File: src/rtl/mem_access_pkg.sv
// Shared types and helpers for the load/store sequencer.
// Size codes, FSM states and lane/byte-enable helpers.
package mem_access_pkg;

    localparam logic [1:0] SZ_BYTE = 2'b00;
    localparam logic [1:0] SZ_HALF = 2'b01;
    localparam logic [1:0] SZ_WORD = 2'b10;

    localparam int TIMEOUT_DEFAULT = 255;

    typedef enum logic [1:0] {
        ST_IDLE,
        ST_REQ,
        ST_DONE
    } state_e;

    // Lane with the bits below the access size forced to zero.
    function automatic logic [1:0] eff_lane(
        input logic [1:0] size,
        input logic [1:0] lane
    );
        logic [1:0] r;
        unique case (size)
            SZ_BYTE: r = lane;
            SZ_HALF: r = {lane[1], 1'b0};
            default: r = 2'b00;
        endcase
        return r;
    endfunction

    function automatic logic misaligned(
        input logic [1:0] size,
        input logic [1:0] lane
    );
        logic r;
        unique case (size)
            SZ_BYTE: r = 1'b0;
            SZ_HALF: r = lane[0];
            default: r = (lane != 2'b00);
        endcase
        return r;
    endfunction

    function automatic logic [3:0] be_mask(
        input logic       we,
        input logic [1:0] size,
        input logic [1:0] lane
    );
        logic [3:0] r;
        if (!we) begin
            r = 4'b1111;
        end else begin
            unique case (size)
                SZ_BYTE: r = 4'b0001 << lane;
                SZ_HALF: r = 4'b0011 << {lane[1], 1'b0};
                default: r = 4'b1111;
            endcase
        end
        return r;
    endfunction

    function automatic logic [31:0] lane_data(
        input logic [1:0]  size,
        input logic [31:0] d
    );
        logic [31:0] r;
        unique case (size)
            SZ_BYTE: r = {4{d[7:0]}};
            SZ_HALF: r = {2{d[15:0]}};
            default: r = d;
        endcase
        return r;
    endfunction

endpackage

File: src/rtl/mem_access_unit_load_extend.sv
// Combinational load aligner: picks the addressed byte/half
// from a read word and sign- or zero-extends it to 32 bits.
module load_extend
    import mem_access_pkg::*;
(
    input  logic [31:0] rdata_i,
    input  logic [1:0]  lane_i,
    input  logic [1:0]  size_i,
    input  logic        unsigned_i,
    output logic [31:0] data_o
);

    logic [7:0]  byte_sel;
    logic [15:0] half_sel;

    always_comb begin
        byte_sel = 8'h00;
        half_sel = 16'h0000;
        data_o   = rdata_i;
        unique case (lane_i)
            2'd0: byte_sel = rdata_i[7:0];
            2'd1: byte_sel = rdata_i[15:8];
            2'd2: byte_sel = rdata_i[23:16];
            default: byte_sel = rdata_i[31:24];
        endcase
        half_sel = lane_i[1] ? rdata_i[31:16] : rdata_i[15:0];
        unique case (size_i)
            SZ_BYTE:
                data_o = {{24{byte_sel[7] & ~unsigned_i}}, byte_sel};
            SZ_HALF:
                data_o = {{16{half_sel[15] & ~unsigned_i}}, half_sel};
            default:
                data_o = rdata_i;
        endcase
    end

endmodule

File: src/rtl/mem_access_unit.sv
// Load/store sequencer: IDLE -> REQ -> DONE with timeout.
// Define MEM_ACCESS_MISALIGN_TRAP_EN to trap misaligned accesses.
module mem_access_unit
    import mem_access_pkg::*;
#(
    parameter int ADDR_W         = 32,
    parameter int TIMEOUT_CYCLES = TIMEOUT_DEFAULT
) (
    input  logic              clock,
    input  logic              reset,
    input  logic              start,
    input  logic              write,
    input  logic [1:0]        size,
    input  logic              unsigned_ld,
    input  logic [ADDR_W-1:0] addr,
    input  logic [31:0]       store_data,
    output logic              busy,
    output logic              done,
    output logic              error,
    output logic [31:0]       load_data,
    output logic              mem_req,
    output logic              mem_we,
    output logic [ADDR_W-1:0] mem_addr,
    output logic [3:0]        mem_be,
    output logic [31:0]       mem_wdata,
    input  logic [31:0]       mem_rdata,
    input  logic              mem_ready
);

    localparam logic [15:0] CNT_LAST = 16'(TIMEOUT_CYCLES - 1);

    state_e            state_q, state_d;
    logic [15:0]       cnt_q, cnt_d;
    logic              err_q, err_d;
    logic [31:0]       ld_q, ld_d;
    logic              we_q, we_d;
    logic [1:0]        size_q, size_d;
    logic              uns_q, uns_d;
    logic [1:0]        lane_q, lane_d;
    logic [ADDR_W-1:0] maddr_q, maddr_d;
    logic [3:0]        be_q, be_d;
    logic [31:0]       wdata_q, wdata_d;
    logic [31:0]       ext_data;
    logic [1:0]        lane_in;

    assign lane_in = eff_lane(size, addr[1:0]);

    load_extend u_ext (
        .rdata_i    (mem_rdata),
        .lane_i     (lane_q),
        .size_i     (size_q),
        .unsigned_i (uns_q),
        .data_o     (ext_data)
    );

    always_comb begin
        state_d = state_q;
        cnt_d   = cnt_q;
        err_d   = err_q;
        ld_d    = ld_q;
        we_d    = we_q;
        size_d  = size_q;
        uns_d   = uns_q;
        lane_d  = lane_q;
        maddr_d = maddr_q;
        be_d    = be_q;
        wdata_d = wdata_q;
        unique case (state_q)
            ST_IDLE: begin
                if (start) begin
                    we_d    = write;
                    size_d  = size;
                    uns_d   = unsigned_ld;
                    lane_d  = lane_in;
                    maddr_d = {addr[ADDR_W-1:2], 2'b00};
                    be_d    = be_mask(write, size, lane_in);
                    wdata_d = lane_data(size, store_data);
                    cnt_d   = 16'd0;
                    err_d   = 1'b0;
`ifdef MEM_ACCESS_MISALIGN_TRAP_EN
                    if (misaligned(size, addr[1:0])) begin
                        err_d   = 1'b1;
                        state_d = ST_DONE;
                    end else begin
                        state_d = ST_REQ;
                    end
`else
                    state_d = ST_REQ;
`endif
                end
            end
            ST_REQ: begin
                if (mem_ready) begin
                    if (!we_q) ld_d = ext_data;
                    err_d   = 1'b0;
                    state_d = ST_DONE;
                end else if (cnt_q >= CNT_LAST) begin
                    err_d   = 1'b1;
                    state_d = ST_DONE;
                end else begin
                    cnt_d = cnt_q + 16'd1;
                end
            end
            ST_DONE: state_d = ST_IDLE;
            default: state_d = ST_IDLE;
        endcase
    end

    always_ff @(posedge clock or posedge reset) begin
        if (reset) begin
            state_q <= ST_IDLE;
            cnt_q   <= '0;
            err_q   <= 1'b0;
            ld_q    <= '0;
            we_q    <= 1'b0;
            size_q  <= SZ_WORD;
            uns_q   <= 1'b0;
            lane_q  <= 2'b00;
            maddr_q <= '0;
            be_q    <= 4'b0000;
            wdata_q <= '0;
        end else begin
            state_q <= state_d;
            cnt_q   <= cnt_d;
            err_q   <= err_d;
            ld_q    <= ld_d;
            we_q    <= we_d;
            size_q  <= size_d;
            uns_q   <= uns_d;
            lane_q  <= lane_d;
            maddr_q <= maddr_d;
            be_q    <= be_d;
            wdata_q <= wdata_d;
        end
    end

    assign busy      = (state_q != ST_IDLE);
    assign done      = (state_q == ST_DONE);
    assign error     = done & err_q;
    assign mem_req   = (state_q == ST_REQ);
    assign mem_we    = mem_req & we_q;
    assign mem_addr  = maddr_q;
    assign mem_be    = be_q;
    assign mem_wdata = wdata_q;
    assign load_data = ld_q;

endmodule

File: config.mk
export PLATFORM = sky130hd
export DESIGN_NAME = mem_access_unit
export DESIGN_NICKNAME = d
export VERILOG_FILES = /design/src/rtl/mem_access_pkg.sv /design/src/rtl/mem_access_unit_load_extend.sv /design/src/rtl/mem_access_unit.sv
export SDC_FILE = /design/constraint.sdc
export NUM_CORES = 1
export LEC_CHECK = 0
export ABC_CLOCK_PERIOD_IN_PS = 4700
export CAP_MARGIN = 20
export CORE_MARGIN = 5
export CORE_UTILIZATION = 45
export DETAILED_ROUTE_END_ITERATION = 8
export DONT_BUFFER_PORTS = 1
export GPL_TIMING_DRIVEN = 0
export MAX_ROUTING_LAYER = met4
export PLACE_DENSITY = 0.69
export SLEW_MARGIN = 20
export SYNTH_ARGS = -nofsm -noshare
export SYNTH_HDL_FRONTEND = slang
export SYNTH_HIERARCHICAL = 1
export SYNTH_SLANG_ARGS = --single-unit
export TNS_END_PERCENT = 20
File: constraint.sdc
create_clock -name clock -period 4.7 [get_ports clock]
set_clock_uncertainty 0.1 [all_clocks]
set_input_delay 0.705 -clock clock [delete_from_list [all_inputs] [get_ports clock]]
set_output_delay 0.705 -clock clock [all_outputs]
set_load 0.01 [all_outputs]
# After elaboration in Yosys (flattened, before gate mapping)

Index checks and enable logic that the tools add are counted.

Add/sub/neg operators: 1
Order comparisons: 1
Equality and inequality tests: 10
Shifts and indexed selects: 2
Multiplexer cells: 19
Bitwise logic cells: 6
Reductions and logical operators: 11

Operators by type and width:

| cell                    | number |
|---|---|
| $pmux W32 S2            | 2 |
| $mux W16                | 4 |
| $pmux W16 S2            | 1 |
| $pmux W8 S3             | 1 |
| $add A16 B1 Y16 const B | 1 |
| $ge A16 B8 Y1 const B   | 1 |
| $eq A2 B1 Y1 const B    | 4 |
| $logic_not A2 Y1        | 4 |
| $pmux W2 S2             | 2 |
| $pmux W4 S2             | 1 |
| $mux W2                 | 3 |
| $ne A2 B2 Y1 const B    | 3 |
| $reduce_and A3 Y1       | 2 |
| $and A1 B1 Y1           | 4 |
| $eq A2 B2 Y1 const B    | 2 |
| $mux W4                 | 1 |
| $reduce_and A2 Y1       | 2 |
| $reduce_and A4 Y1       | 1 |
| $reduce_bool A2 Y1      | 2 |
| $shl A1 B2 Y4 const A   | 1 |
| $shl A2 B2 Y4 const A   | 1 |
| $mux W1                 | 3 |
| $ne A3 B1 Y1 const B    | 1 |
| $not A1 Y1              | 2 |
| $pmux W1 S2             | 1 |

Register bits: 123
Input bits: 104
Output and inout bits: 105

# Logic depth before layout (Yosys ltp)

Gate-level depths: netlist (run 1).

Word-level depth: 5
Mapped depth: 8
Mapped depth without buffers: 6

# Modules after synthesis

The synthesis (run 1) kept the hierarchy.

By module, submodules not included:

| module          | times used | cells each | area each (um^2) | seq. area each (um^2) |
|---|---|---|---|---|
| mem_access_unit | 1          | 493        | 5,167.5          | 3,079.2 |
| load_extend     | 1          | 115        | 845.8            | 0.0 |

# Worst setup path before layout (run 1)

Ideal clock, no wire load.

Path kind: input to register
Start: input port mem_rdata[31]
End: register ld_q[29] (netlist: load_data[29])
Library setup time: 0.125 ns
Arrival: 1.864 ns
Slack: 2.611 ns
Stages on the path: 5
Cell sequence: mux2_2 a32oi_2 buf_4 o211ai_2 mux2_2

Cells in the longest elaborated chain, start to end: 3
Elaborated cells on any way between the ends: 5
Classes of those cells: mux (3); bitwise (2)

Ends and longest elaborated chain:

| element                                        | line                                                                 | source |
|---|---|---|
| start, declared                                | mem_access_unit.sv:26                                                | `input logic [31:0] mem_rdata,` |
| $pmux W8 S3 / $mux W16 (equally long branches) | mem_access_unit_load_extend.sv:20, mem_access_unit_load_extend.sv:26 |  |
| $and A1 B1 Y1 (on tied branches)               | mem_access_unit_load_extend.sv:29, mem_access_unit_load_extend.sv:31 |  |
| $pmux W32 S2 *                                 | mem_access_unit_load_extend.sv:27                                    | `unique case (size_i)` |
| net ext_data[29]                               | mem_access_unit.sv:43                                                | `logic [31:0] ext_data;` |
| end signal, assigned                           | mem_access_unit.sv:126                                               | `ld_q <= ld_d;` |
| end, declared                                  | mem_access_unit.sv:35                                                | `logic [31:0] ld_q, ld_d;` |

The timed path passes the listed nets; every way through them passes the cells marked *.
A chain may end at the register's enable or synchronous reset.

# Worst setup path after layout (run 1)

Start: register size_q[1]
End: register ld_q[7] (netlist: load_data[7])

Cells in the longest elaborated chain, start to end: 2
Elaborated cells on any way between the ends: 3
Classes of those cells: eq/ne (1); mux (1); reduce/logical (1)

Ends and longest elaborated chain:

| element                                                 | line                              | source |
|---|---|---|
| start, declared                                         | mem_access_unit.sv:37             | `logic [1:0] size_q, size_d;` |
| start signal, assigned                                  | mem_access_unit.sv:128            | `size_q <= size_d;` |
| $eq A2 B1 Y1 / $logic_not A2 Y1 (equally long branches) | mem_access_unit_load_extend.sv:27 |  |
| $pmux W32 S2 *                                          | mem_access_unit_load_extend.sv:27 |  |
| net ext_data[7]                                         | mem_access_unit.sv:43             |  |

Marks and branches as above.

==> results.md, run 1 <==
- Dominant cells by area after synthesis: dfrtp_1 (51%), nand2_1 (10%), mux2i_1 (6.7%)
- GR peak layer: met2
- Asr flop ratio synth: 1.00
- Synth area leader: dfrtp_1
- Core area: 13200 um^2
- # clock sinks: ~120
- Total iterations of the first detailed-routing run: 7
- Final Non-Filler Cells: ~800
- Vias in the first global route: 4875
- Synth cell types: ~50
- Nets: between 700 and 800
- Total Power: 0.00428 W
- Period minus WS final: between 2 and 2.5 ns
- Mapped cell area: 6010 um^2
- Chip width: 126 um
- Placed Area: 6270 um^2
- Via Count: 4611
- Unrepaired setup endpoints after global routing: no
- Fill cell count: 1228
- Synth top area share: 0.508
- Main flop type after synthesis: dfrtp_1
- Total number of yosys warnings: 6
- Met2 Track Usage GR: 0.351
- Final slew viol count: 0
- Combinational power share: 0.262
- VDD IR max: 0.288 mV
- Vias per cell: 5.64
- Worst Setup Path Type: reg -> reg
- Switching Share: 0.373
- Diode count: 0
- Cell Pwr Density: around 630 nW/um^2
- Internal: 0.00268 W
- Hpwl dp: ~13000 um
- Reg power frac: 0.459
- Clock slew at reported path FFs: 0.05 ns
- Crit Path Max Fanout: 10
- Cell area after layout: 6830 um^2
- Register area share after synthesis: 0.512
- CTS Buffer Depth: 2
- Setup Buffers After CTS: 0
- Worst EP arrival: 2.40 ns
- Overflow after GRT: 0
- Clk root buf: clkbuf_16
- Fin util: 0.518
- CTS tree: yes
- Drt initial violations: 468
- Fin. Hold Viols: 0
- GR met3 Demand/Resource: 0.113
- Share of total power in the clock network: 0.280
- Setup violators final: 0
- Number of enable flip-flop cells after synthesis: 0
- CP Launch Type: flop
- Switch Pwr: 0.00160 W
- Layout cell share with drive strength beyond 1: 0.171
- Top achievable clock speed: between 400 and 500 MHz
- Critical Path RT: 4.89 ns
- First-pass GRT wire length: around 27000 um
- Die Ht: about 130 um
- Synth Register Bits: 123
- Final Hold Slack: 0.180 ns
- H-tree levels: 4
- GR Util met1: 0.247
- Largest net degree at the start of global routing: 78
- Final critical-path share of the clock period: 0.470
- Status: finished clean
- Synthesis-to-finish area growth: 13.6%
- Cell Rows: 42
- Routed wire length: 16700 um
- Initial antenna violation count: 0
- Ports: 209
- Worst Hold Class: in -> async
- Routed WL per cell: ~20 um
- Final ANT Viol Nets: 0
- Residual DRC: 0
- Die footprint: 15800 um^2
- Post-CTS sizing: 0
- Starting Density: 0.456
- Post-Place Cells: slightly below 800
- Worst Tran Pin Value: 0.724 ns
- LEAKAGE: 3.16 nW
- Port Buffers: 0
- GP Congestion: 0.929
- Cts hold-fix bufs: 0
- Max-cap violations: 0
- Syn Inst Count: 608
- Rel. slew slack: 0.517
- Nature of the critical path endpoint: flop
- Avg Synthesized Cell Area: 9.89 um^2
- Total GRT Usage: 0.224
- CTS buffer count: 17
- Clk Latency, worst-skew pair: 0.40 ns
==> power groups by stage <==
stage / combinational [W] / clock (W) / sequential, W
floorplan: 0.000899 / 0 / 0.00185
global placement: 0.00107 / 0 / 0.00198
detailed placement: 0.00113 / 0 / 0.00198
CTS: 0.00113 / 0.00123 / 0.00198
global route: 0.00126 / 0.00129 / 0.00203
finish: 0.00112 / 0.00120 / 0.00196
==> placed cells by master, fill, tap and decap left out, types with 2 or more instances in the layout <==
cell / instances
mux2i_1: 40
nand3_1: 5
a22oi_1: 9
a31oi_1: 4
clkinv_2: 3
or3_1: 2
buf_6: 3
and4b_1: 2
nand2b_1: 4
o21ba_2: 2
o31ai_1: 3
nor2b_1: 16
o21bai_1: 2
buf_2: 16
clkinv_4: 3
dfrtp_1: 122
conb_1: 2
mux2_2: 34
a21oi_1: 29
nor3_1: 3
o211ai_1: 8
nor2_1: 35
and2_1: 3
nand2_1: 168
clkbuf_8: 5
or4_1: 3
clkbuf_16: 17
clkbuf_1: 23
and3_1: 2
ha_1: 2
o221ai_1: 8
inv_1: 7
o211ai_2: 10
buf_4: 4
o22a_1: 7
o21ai_0: 12
clkinvlp_4: 3
==> synth_stat cells, drive strengths merged, types with 2 or more instances <==
library cell / instances
nand2: 168
dfrtp: 122
mux2i: 40
nor2: 36
mux2: 34
a21oi: 29
buf: 23
clkbuf: 22
o211ai: 18
nor2b: 16
o21ai: 12
a22oi: 9
inv: 8
o221ai: 8
o22a: 7
nand3: 5
a31oi: 4
nand2b: 4
and2: 3
nor3: 3
nor4: 3
o31ai: 3
or4: 3
and3: 2
and4b: 2
ha: 2
o21ba: 2
o21bai: 2
or2: 2
or3: 2
==> kinds of logic (layout without fill, tap and decap cells) <==
family / after synthesis / in the layout / synth area share
multiplexers: 74 / 74 / 0.130
adder cells (fa/ha/maj): 2 / 2 / 0.00416
other: 1 / 2 / 0.000624
AO/OA/AOI/OAI: 99 / 99 / 0.120
flip-flops: 123 / 123 / 0.512
buffers and inverters: 54 / 87 / 0.0433
AND/OR/NAND/NOR: 255 / 255 / 0.190
==> final cells by class <==
cell class                      instances  area, um^2  area share
Buffer                                 45         226      0.0332
Clock buffer                           23         498      0.0729
Clock inverter                          9        63.8     0.00934
Inverter                                9        38.8     0.00568
Multi-Input combinational cell        432        2680       0.392
Sequential cell                       123        3080       0.451
Tap cell                              176         220      0.0322
Timing Repair Buffer                    1        27.5     0.00403
==> state kept, by name, summed over array words and instances (netlist names) <==
register   cells
cnt_q         16
mem_addr      30
err_q          1
size_q         2
state_q        2
uns_q          1
we_q           1
lane_q         2
load_data     32
mem_be         4
mem_wdata     32
==> critical path, cell delays in order, from the launching register on <==
cell	delay (ns)
dfstp_2	0.53
buf_6	0.13
nor2b_1	0.05
buf_2	0.17
a32oi_2	0.40
buf_4	0.29
o211ai_1	0.13
mux2_2	0.29
==> final timing paths <==
check / startpoint / end / slack [ns] / depth (start not counted)
min in group clock: addr[30] / mem_addr[30] / 0.30 / 2
max reg2reg: size_q[1] / load_data[7] / 2.49 / 7
min reg2reg: size_q[1] / size_q[1] / 0.36 / 2
max: size_q[1] / load_data[7] / 2.49 / 7
max in group asynchronous: reset / mem_addr[22] / 3.64 / 2
min: reset / mem_addr[4] / 0.18 / 1
==> per-layer routing <==
| metal | vias to the layer above | share of wire |
|---|---|---|
| li1 | 2110 | - |
| met3 | 37 | 0.13 |
| met5 | - | 0 |
| met4 | 0 | 0.020 |
| met2 | 256 | 0.48 |
| met1 | 2208 | 0.36 |
==> per-stage QoR <==
step	setup slack (ns)	setup TNS (ns)
global placement	-0.573	-69.02
CTS	2.47	0
global route	2.37	0
floorplan	0.626	0
detailed placement	2.41	0
finish	2.49	0
No activity file was read; power rests on OpenSTA's default activity.
==> run 2: changes to the inputs <==
ABC_CLOCK_PERIOD_IN_PS = 1900   (was 4700)
PLACE_DENSITY = 0.71   (was 0.69)
clock period = 1.9 ns   (was 4.7 ns; I/O delays follow)
==> results.md, run 2 (synthesized netlist as in run 1, its figures left out) <==
- Chip width: 126 um (unchanged)
- GP Congestion: 0.921 (-0.84%)
- Routed wire length: 19100 um (+14%)
- Die footprint: 15800 um^2 (unchanged)
- Combinational power share: 0.298 (+0.036)
- Core area: 13200 um^2 (unchanged)
- Fin. Hold Viols: 0 (unchanged)
- Final Non-Filler Cells: 901 (+10%)
- Ports: 209 (unchanged)
- Worst Tran Pin Value: 0.639 ns (-0.0851 ns)
- VDD IR max: 0.882 mV (+210%)
- Largest net degree at the start of global routing: 35 (-55%)
- Period minus WS final: 1.89 ns (-0.318 ns)
- CTS Buffer Depth: 2 (unchanged)
- First-pass GRT wire length: 29800 um (+10%)
- Clock slew at reported path FFs: 0.06 ns (about the same)
- # clock sinks: 123 (unchanged)
- CP Launch Type: flop
- H-tree levels: 4 (unchanged)
- Total GRT Usage: 0.247 (+0.0226)
- Rel. slew slack: 0.574 (+0.0562)
- Internal: 0.00724 W (+170%)
- Fill cell count: 1031 (-16%)
- CTS buffer count: 17 (unchanged)
- Reg2reg path depth: 6 (-1)
- LEAKAGE: 3.62 nW (+15%)
- Drt initial violations: 341 (-27%)
- Setup violators final: 0 (unchanged)
- Overflow after GRT: 0 (unchanged)
- Unrepaired setup endpoints after global routing: yes
- Setup_tns: 0 ns (unchanged)
- Final Hold Slack: 0.0147 ns (-0.165 ns)
- Nature of the critical path endpoint: flop
- Worst Hold Depth: 2
- CTS tree: yes
- Most frequent cells in the layout: nand2_1 (168), dfrtp_1 (120), dlygate4sd3_1 (66)
- Worst EP arrival: 2.08 ns (-0.32 ns)
- Final ANT Viol Nets: 0 (unchanged)
- R2R Setup Slk: 0.009 ns (-2.48 ns)
- Nets: 818 (+11%)
- Vias in the first global route: 5531 (+13%)
- Cell Rows: 42 (unchanged)
- Final slew viol count: 0 (unchanged)
- Share of total power in the clock network: 0.281 (about the same)
- Clk Latency, worst-skew pair: 0.41 ns (about the same)
- Worst Hold Class: in -> reg
- Max-cap violations: 0 (unchanged)
- Layout cell share with drive strength beyond 1: 0.200 (+0.0287)
- Post-Place Cells: 789 (+0.38%)
- Switch Pwr: 0.00436 W (+170%)
- Die Ht: 126 um (unchanged)
- Worst Setup Path Type: reg -> reg
- Residual DRC: 0 (unchanged)
- Total iterations of the first detailed-routing run: 5 (-2)
- Min-Delay Endpoint: mem_wdata[9]
- Port Buffers: 0 (unchanged)
- Fin util: 0.597 (+0.0795)
- PnR worst setup slack: 0.00917 ns (-2.48 ns)
- Via Count: 5177 (+12%)
- Reg power frac: 0.421 (-0.038)
- Initial antenna violation count: 0 (unchanged)
- Critical Path RT: 2.09 ns (-2.80 ns)
- Worst Hold Launch: store_data[9]
- Clk root buf: clkbuf_16
- Vias per cell: 5.75 (+1.9%)
- Top achievable clock speed: 529 MHz (+17%)
- Hpwl dp: 12900 um (+2.0%)
- Status: finished clean
- Most common cell after layout, fill and taps aside: nand2_1
- Crit Path Max Fanout: 6 (-4)
- Starting Density: 0.456 (unchanged)
- Pre-CTS setup slack: -0.296 ns (-2.71 ns)
- Synthesis-to-finish area growth: 31.0%
- R2r endpoint: load_data[30]
- Final critical-path share of the clock period: 0.995 (+0.525)
- Cell Pwr Density: 1470 nW/um^2 (+130%)
- Switching Share: 0.376 (+0.00271)
- Diode count: 0 (unchanged)
- Worst flop-to-flop path startpoint: lane_q[0]
- Routed WL per cell: 21.2 um (+3.9%)
-- run 2: worst max path at each step --
stage / to / from / slack (ns)
6_report: load_data[30] / lane_q[0] / 0.009
5_1_grt: load_data[2] / lane_q[0] / -0.05
4_1_cts: load_data[30] / lane_q[0] / -0.03
3_5_place_dp: load_data[21] / size_q[1] / -0.30
3_3_place_gp: mem_addr[12] / reset / -0.59
2_1_floorplan: load_data[29] / size_q[1] / -0.06
-- run 2: cell type report --
type,count,area [um^2],area share
Sequential cell,123,3080,0.391
Multi-Input combinational cell,432,2760,0.350
Timing Repair Buffer,86,903,0.115
Clock buffer,18,439,0.0557
Buffer,43,279,0.0354
Tap cell,176,220,0.0279
Clock inverter,14,159,0.0202
Inverter,9,37.5,0.00476
-- run 2: repair_timing --
action,4_1_cts,5_1_grt
setup endpoints to repair,35,93
hold buffers,66,0
endpoints found under the hold margin,165,0
resized for setup,23,37
gates cloned,1,2
setup buffers,2,11
pin swaps,4,11
-- run 2: power groups by stage --
| stage | Combinational, W | Sequential, W | Clock, W |
|---|---|---|---|
| after global routing | 0.00378 | 0.00501 | 0.00342 |
| after floorplan | 0.00222 | 0.00457 | 0 |
| after global placement | 0.00264 | 0.00489 | 0 |
| after detailed placement | 0.00280 | 0.00489 | 0 |
| after CTS | 0.00311 | 0.00487 | 0.00330 |
| final | 0.00346 | 0.00488 | 0.00326 |
-- run 2: metrics by stage --
step	cell area [um^2]	power, W
after detailed placement	6330	0.00769
final	7880	0.0116
after global routing	7880	0.0122
after CTS	7690	0.0113
after global placement	6240	0.00753
after floorplan	6020	0.00679
-- run 2: critical path: stages, from the launching register on --
cell      delay, ns
dfrtp_2        0.41
mux2_2         0.37
a32oi_4        0.19
buf_12         0.16
buf_6          0.11
o211ai_1       0.13
mux2_2         0.29
-- run 2: layer usage --
| layer | wire, um | share of wire | vias up | global-route usage |
|---|---|---|---|---|
| met3 | 2340 | 0.12 | 57 | 0.107 |
| li1 | - | - | 2289 | - |
| met5 | 0 | 0 | - | - |
| met2 | 9430 | 0.49 | 316 | 0.402 |
| met1 | 6690 | 0.35 | 2515 | 0.259 |
| met4 | 688 | 0.036 | 0 | 0.115 |
